**src/rtl/mux2_1_if.sv**
```systemverilog
// Port bundle for mux2_1: two data sources, a select, the selected data and the clocked status.
// The master drives sel/a/b; the slave (the mux) returns y, valid and switch_cnt.
interface mux2_1_if #(
  parameter int WIDTH = 1,
  parameter int CNT_W = 8
);
  logic             sel;
  logic [WIDTH-1:0] a;
  logic [WIDTH-1:0] b;
  logic [WIDTH-1:0] y;
  logic             valid;
  logic [CNT_W-1:0] switch_cnt;

  modport master (output sel, a, b, input y, valid, switch_cnt);
  modport slave  (input sel, a, b, output y, valid, switch_cnt);
endinterface

```
**src/rtl/mux2_1.sv**
```systemverilog
// 2:1 data mux with a saturating select-transition counter and a post-reset valid flag.
// Define MUX2_1_REG_OUT_EN to register y; by default y is purely combinational.
module mux2_1 #(
  parameter int WIDTH = 1,
  parameter int CNT_W = 8
) (
  input  logic     clk,
  input  logic     rst,
  mux2_1_if.slave  bus
);

  logic [WIDTH-1:0] mux_d;
  logic             sel_q;
  logic             valid_q;
  logic [CNT_W-1:0] cnt_q;

  // An if/else (not ?:) so that an unknown select resolves to b instead of merging a and b.
  always_comb begin
    mux_d = bus.b;
    if (bus.sel == 1'b0) begin
      mux_d = bus.a;
    end
  end

  always_ff @(posedge clk or posedge rst) begin
    if (rst) begin
      sel_q   <= 1'b0;
      valid_q <= 1'b0;
      cnt_q   <= '0;
    end else begin
      sel_q   <= bus.sel;
      valid_q <= 1'b1;
      if ((bus.sel != sel_q) && (cnt_q != {CNT_W{1'b1}})) begin
        cnt_q <= cnt_q + 1'b1;
      end
    end
  end

`ifdef MUX2_1_REG_OUT_EN
  logic [WIDTH-1:0] y_q;

  always_ff @(posedge clk or posedge rst) begin
    if (rst) begin
      y_q <= '0;
    end else begin
      y_q <= mux_d;
    end
  end

  assign bus.y = y_q;
`else
  assign bus.y = mux_d;
`endif

  assign bus.valid      = valid_q;
  assign bus.switch_cnt = cnt_q;

endmodule

```
**src/flat_wrapper.sv**
```systemverilog
// flat-port wrapper written by rule: the top's interface ports become plain ports
module mux2_1_flat 
#(
  parameter int WIDTH = 1,
  parameter int CNT_W = 8
)
  (clk, rst, bus_sel, bus_a, bus_b, bus_y, bus_valid, bus_switch_cnt);
  mux2_1_if #(.WIDTH(WIDTH), .CNT_W(CNT_W)) bus_i ();
  input  logic clk;
  input  logic rst;
  input wire logic [$bits(bus_i.sel)-1:0] bus_sel;
  input wire logic [$bits(bus_i.a)-1:0] bus_a;
  input wire logic [$bits(bus_i.b)-1:0] bus_b;
  output wire logic [$bits(bus_i.y)-1:0] bus_y;
  output wire logic [$bits(bus_i.valid)-1:0] bus_valid;
  output wire logic [$bits(bus_i.switch_cnt)-1:0] bus_switch_cnt;
  assign bus_i.sel = bus_sel;
  assign bus_i.a = bus_a;
  assign bus_i.b = bus_b;
  assign bus_y = bus_i.y;
  assign bus_valid = bus_i.valid;
  assign bus_switch_cnt = bus_i.switch_cnt;
  mux2_1 #(.WIDTH(WIDTH), .CNT_W(CNT_W)) u_core (.clk(clk), .rst(rst), .bus(bus_i));
endmodule
```
**config.mk**
```make
export PLATFORM = sky130hd
export DESIGN_NAME = mux2_1_flat
export DESIGN_NICKNAME = d
export VERILOG_FILES = /design/src/rtl/mux2_1_if.sv /design/src/rtl/mux2_1.sv /design/src/flat_wrapper.sv
export SDC_FILE = /design/constraint.sdc
export NUM_CORES = 1
export LEC_CHECK = 0
export ABC_AREA = 1
export BUFFER_PORTS_ARGS = -buffer_cell sky130_fd_sc_hd__buf_2
export CORE_AREA = 2 2 39 41
export CTS_BUF_LIST = sky130_fd_sc_hd__clkbuf_8 sky130_fd_sc_hd__clkbuf_16
export DETAILED_ROUTE_END_ITERATION = 10
export DIE_AREA = 0 0 41 43
export GPL_TIMING_DRIVEN = 0
export HOLD_SLACK_MARGIN = 0.1
export PLACE_DENSITY = 0.65
export SLEW_MARGIN = 20
export SYNTH_ARGS = -nofsm -noshare
export SYNTH_HDL_FRONTEND = slang
export SYNTH_SLANG_ARGS = --single-unit
```
**constraint.sdc**
```tcl
create_clock -name clk -period 2.74 [get_ports clk]
set_input_delay 0.137 -clock clk [delete_from_list [all_inputs] [get_ports clk]]
set_output_delay 0.137 -clock clk [all_outputs]
set_load 0.02 [all_outputs]
```
==> impl_metrics.tcl <==
set metrics [dict create \
    die_area_um2 1760 \
    drtIter0Drc 0 \
    setup-violations-final 0 \
    critical_path_arrival_ns 1.50 \
    seqPwrFrac 0.388 \
    core.rowCount 14 \
    ys_warn_count 0 \
    path_class "register to register" \
    ys_seq_area_frac 0.455 \
    crit_required_ns 2.86 \
    synth_area_per_cell_um2 7.44 \
    finalHoldViolCount 0 \
    grt_first_pass_wirelength_mm 1.77 \
    ir_worst_vdd_v 0.000524 \
    path_common_cell "nand2_1" \
    nets 101 \
    synthAdderAreaFrac 0.0227 \
    highest_layer "met4" \
    avgViaCountPerCell 4.47 \
    power_frac_clock 0.316 \
    critical-path-top-delay-family "simple AND/OR/NAND/NOR gates" \
    p_leak_nw 0.381 \
    cts_buffer_depth 2 \
    critPathMaxStageDelay_ns 0.43 \
    grt_usage 0.150 \
    period_share 0.503 \
    pin_count 15 \
    h-tree-depth 1 \
    antenna_cells 0 \
    start_util 0.398 \
    end_kind "register" \
    final_layout_size_suffix_gt1_frac 0.255 \
    synthToLayoutAreaGrowth_pct 30.0 \
    place_hpwl_um 760 \
    worstHoldPathType "input pin to asynchronous set/reset pin" \
    synth_compound_area_frac 0.0273 \
    avgRoutedWirePerCell_um 9.17 \
    clk_latency_ns 0.24 \
    synth.distinct_cells 17 \
    cts-root-buf "clkbuf_8" \
    cts_tree "done" \
    drc_errors 0 \
    gp_congestion 0.795 \
    path_max_fanout 8 \
    clk_pin_slew_ns 0.05 \
    syn-num-nets 80 \
    die_x_um 41 \
    synth_top_family_by_area "simple AND/OR/NAND/NOR gates" \
    core_area_um2 1380 \
    grt_pass1_vias 442 \
    synth_area_um2 551 \
    grt_max_degree 11 \
    mostFrequentLayoutCell "nand2_1" \
    wirelength_mm 1.01 \
    synth-xor-area-share 0.0477 \
    die_h_um 43 \
    crit_buf_inv 1 \
    m1WireLength_um 488 \
    io_buffer_count 14 \
    tns_ns 0 \
    maxSlewViolCount 0 \
    vias 492 \
    overflow 0 \
    crit_slowest_cell "dfrtp_1" \
    synthMuxAreaShare 0 \
    skew_ns 0.00469 \
    dr_wl_met2_um 463 \
    cts_buffers 3 \
    finalPower_mw 0.585 \
    internal_power_mw 0.373 \
    crit_path_start_kind "register" \
    clock.fmax_mhz 725 \
    postRouteAntennaNets 0 \
    power.share.combinational 0.297 \
    synth-seq-cells 10 \
    p_per_area_nw_per_um2 817 \
    rsz0062_at_grt "no" \
    synthSimpleGateAreaFrac 0.368 \
    run_status "complete, no violations" \
    antenna_found_initial 0 \
    maxCapViolCount 0 \
    met3_length_um 33 \
    crit_chain "ha_1 > nand2_1 > nor2_1 > nand2_2 > nand2_4 > inv_4 > nand2_1 > nand2_1" \
    final_cell_mix "nand2_1 (33), buf_2 (14), dfrtp_1 (10), inv_1 (9)" \
    cts.sinks 10 \
    postCtsSetupBuffers 0 \
    drtPass1Iterations 1 \
    switchingPower_mw 0.212 \
    period_needed_ns 1.38 \
    switching_share 0.362 \
    syn_inst 74 \
]
## power by group through the flow
stage | Combinational (mW) | Sequential, mW | Clock, mW
2_1_floorplan | 0.0849 | 0.261 | 0
3_3_place_gp | 0.170 | 0.229 | 0
3_5_place_dp | 0.173 | 0.229 | 0
4_1_cts | 0.176 | 0.227 | 0.188
5_1_grt | 0.193 | 0.234 | 0.196
6_report | 0.173 | 0.227 | 0.185
## kinds of logic after synthesis
family                     after synthesis
other                                    1
adders and majority gates                1
DFF                                     10
buffers and inverters                   10
AOI/OAI and AO/OA                        3
xor gates and xnor gates                 3
and+or+nand+nor                         46
## final timing paths
kind                                                      startpoint                                    to  slack [ns]  cells past startpoint
worst max-delay path            u_core.bus.switch_cnt[0]$_DFFE_PP0P_  u_core.bus.switch_cnt[3]$_DFFE_PP0P_        1.36                      8
worst min-delay path                                             rst            u_core.bus.valid$_DFF_PP0_        0.42                      3
worst max register to register  u_core.bus.switch_cnt[0]$_DFFE_PP0P_  u_core.bus.switch_cnt[3]$_DFFE_PP0P_        1.36                      8
worst min register to register  u_core.bus.switch_cnt[1]$_DFFE_PP0P_  u_core.bus.switch_cnt[1]$_DFFE_PP0P_        0.54                      2
max in group asynchronous                                        rst  u_core.bus.switch_cnt[5]$_DFFE_PP0P_        2.04                      3
min in group clk                u_core.bus.switch_cnt[1]$_DFFE_PP0P_  u_core.bus.switch_cnt[1]$_DFFE_PP0P_        0.54                      2
## worst min-delay path: cells and delay by family
family / cells / cell delay, ns
buffers and inverters: 3 / 0.94
## cells in the mapped netlist
library cell  instances  area, um2
nand2_1              33        124
dfrtp_1              10        250
inv_1                 9       33.8
nand3_1               4       20.0
nor2_1                3       11.3
nand2_2               2       12.5
o21ai_0               2       10.0
xnor2_1               2       17.5
a21oi_1               1       5.00
conb_1                1       3.75
ha_1                  1       12.5
inv_4                 1       6.26
nand2_4               1       11.3
nand4_1               1       6.26
nor2_2                1       6.26
nor2_4                1       11.3
xor2_1                1       8.76
## metrics by stage
| stage | std cells | instance area (um2) | util | hold slack [ns] | setup WS (ns) |
|---|---|---|---|---|---|
| 3_5_place_dp | 104 | 641 | 0.463 | 0.139 | 1.37 |
| 4_1_cts | 110 | 716 | 0.517 | 0.434 | 1.35 |
| 2_1_floorplan | 74 | 551 | - | -0.0228 | 1.37 |
| 3_3_place_gp | 104 | 641 | 0.463 | 0.139 | 1.38 |
| 6_report | 110 | 716 | 0.517 | 0.418 | 1.36 |
| 5_1_grt | 110 | 716 | 0.517 | 0.459 | 1.23 |
## sequential cells by signal, indices dropped and copies added, names as in the netlist
| name | count |
|---|---|
| u_core.bus.switch_cnt | 8 |
| u_core.bus.valid | 1 |
| u_core.sel_q | 1 |
## routing by layer
layer / global-route usage / vias to the layer above
met5: 0 / -
met4: 0.100 / 0
met3: 0.0314 / 4
met2: 0.203 / 10
met1: 0.205 / 217
li1: - / 261
## timing repair
action | CTS | global route
hold endpoints to repair | 11 | 0
hold buffers | 2 | 0
setup endpoints to repair | 0 | 0
resized for setup | 0 | 0
## cell type report
cell class	instances	area (um2)
Fill cell	141	668
Inverter	10	40.0
Multi-Input combinational cell	54	260
Sequential cell	10	250
Tap cell	16	20.0
Clock buffer	4	55.1
Timing Repair Buffer	16	90.1
Power figures use the tool's default switching activity.
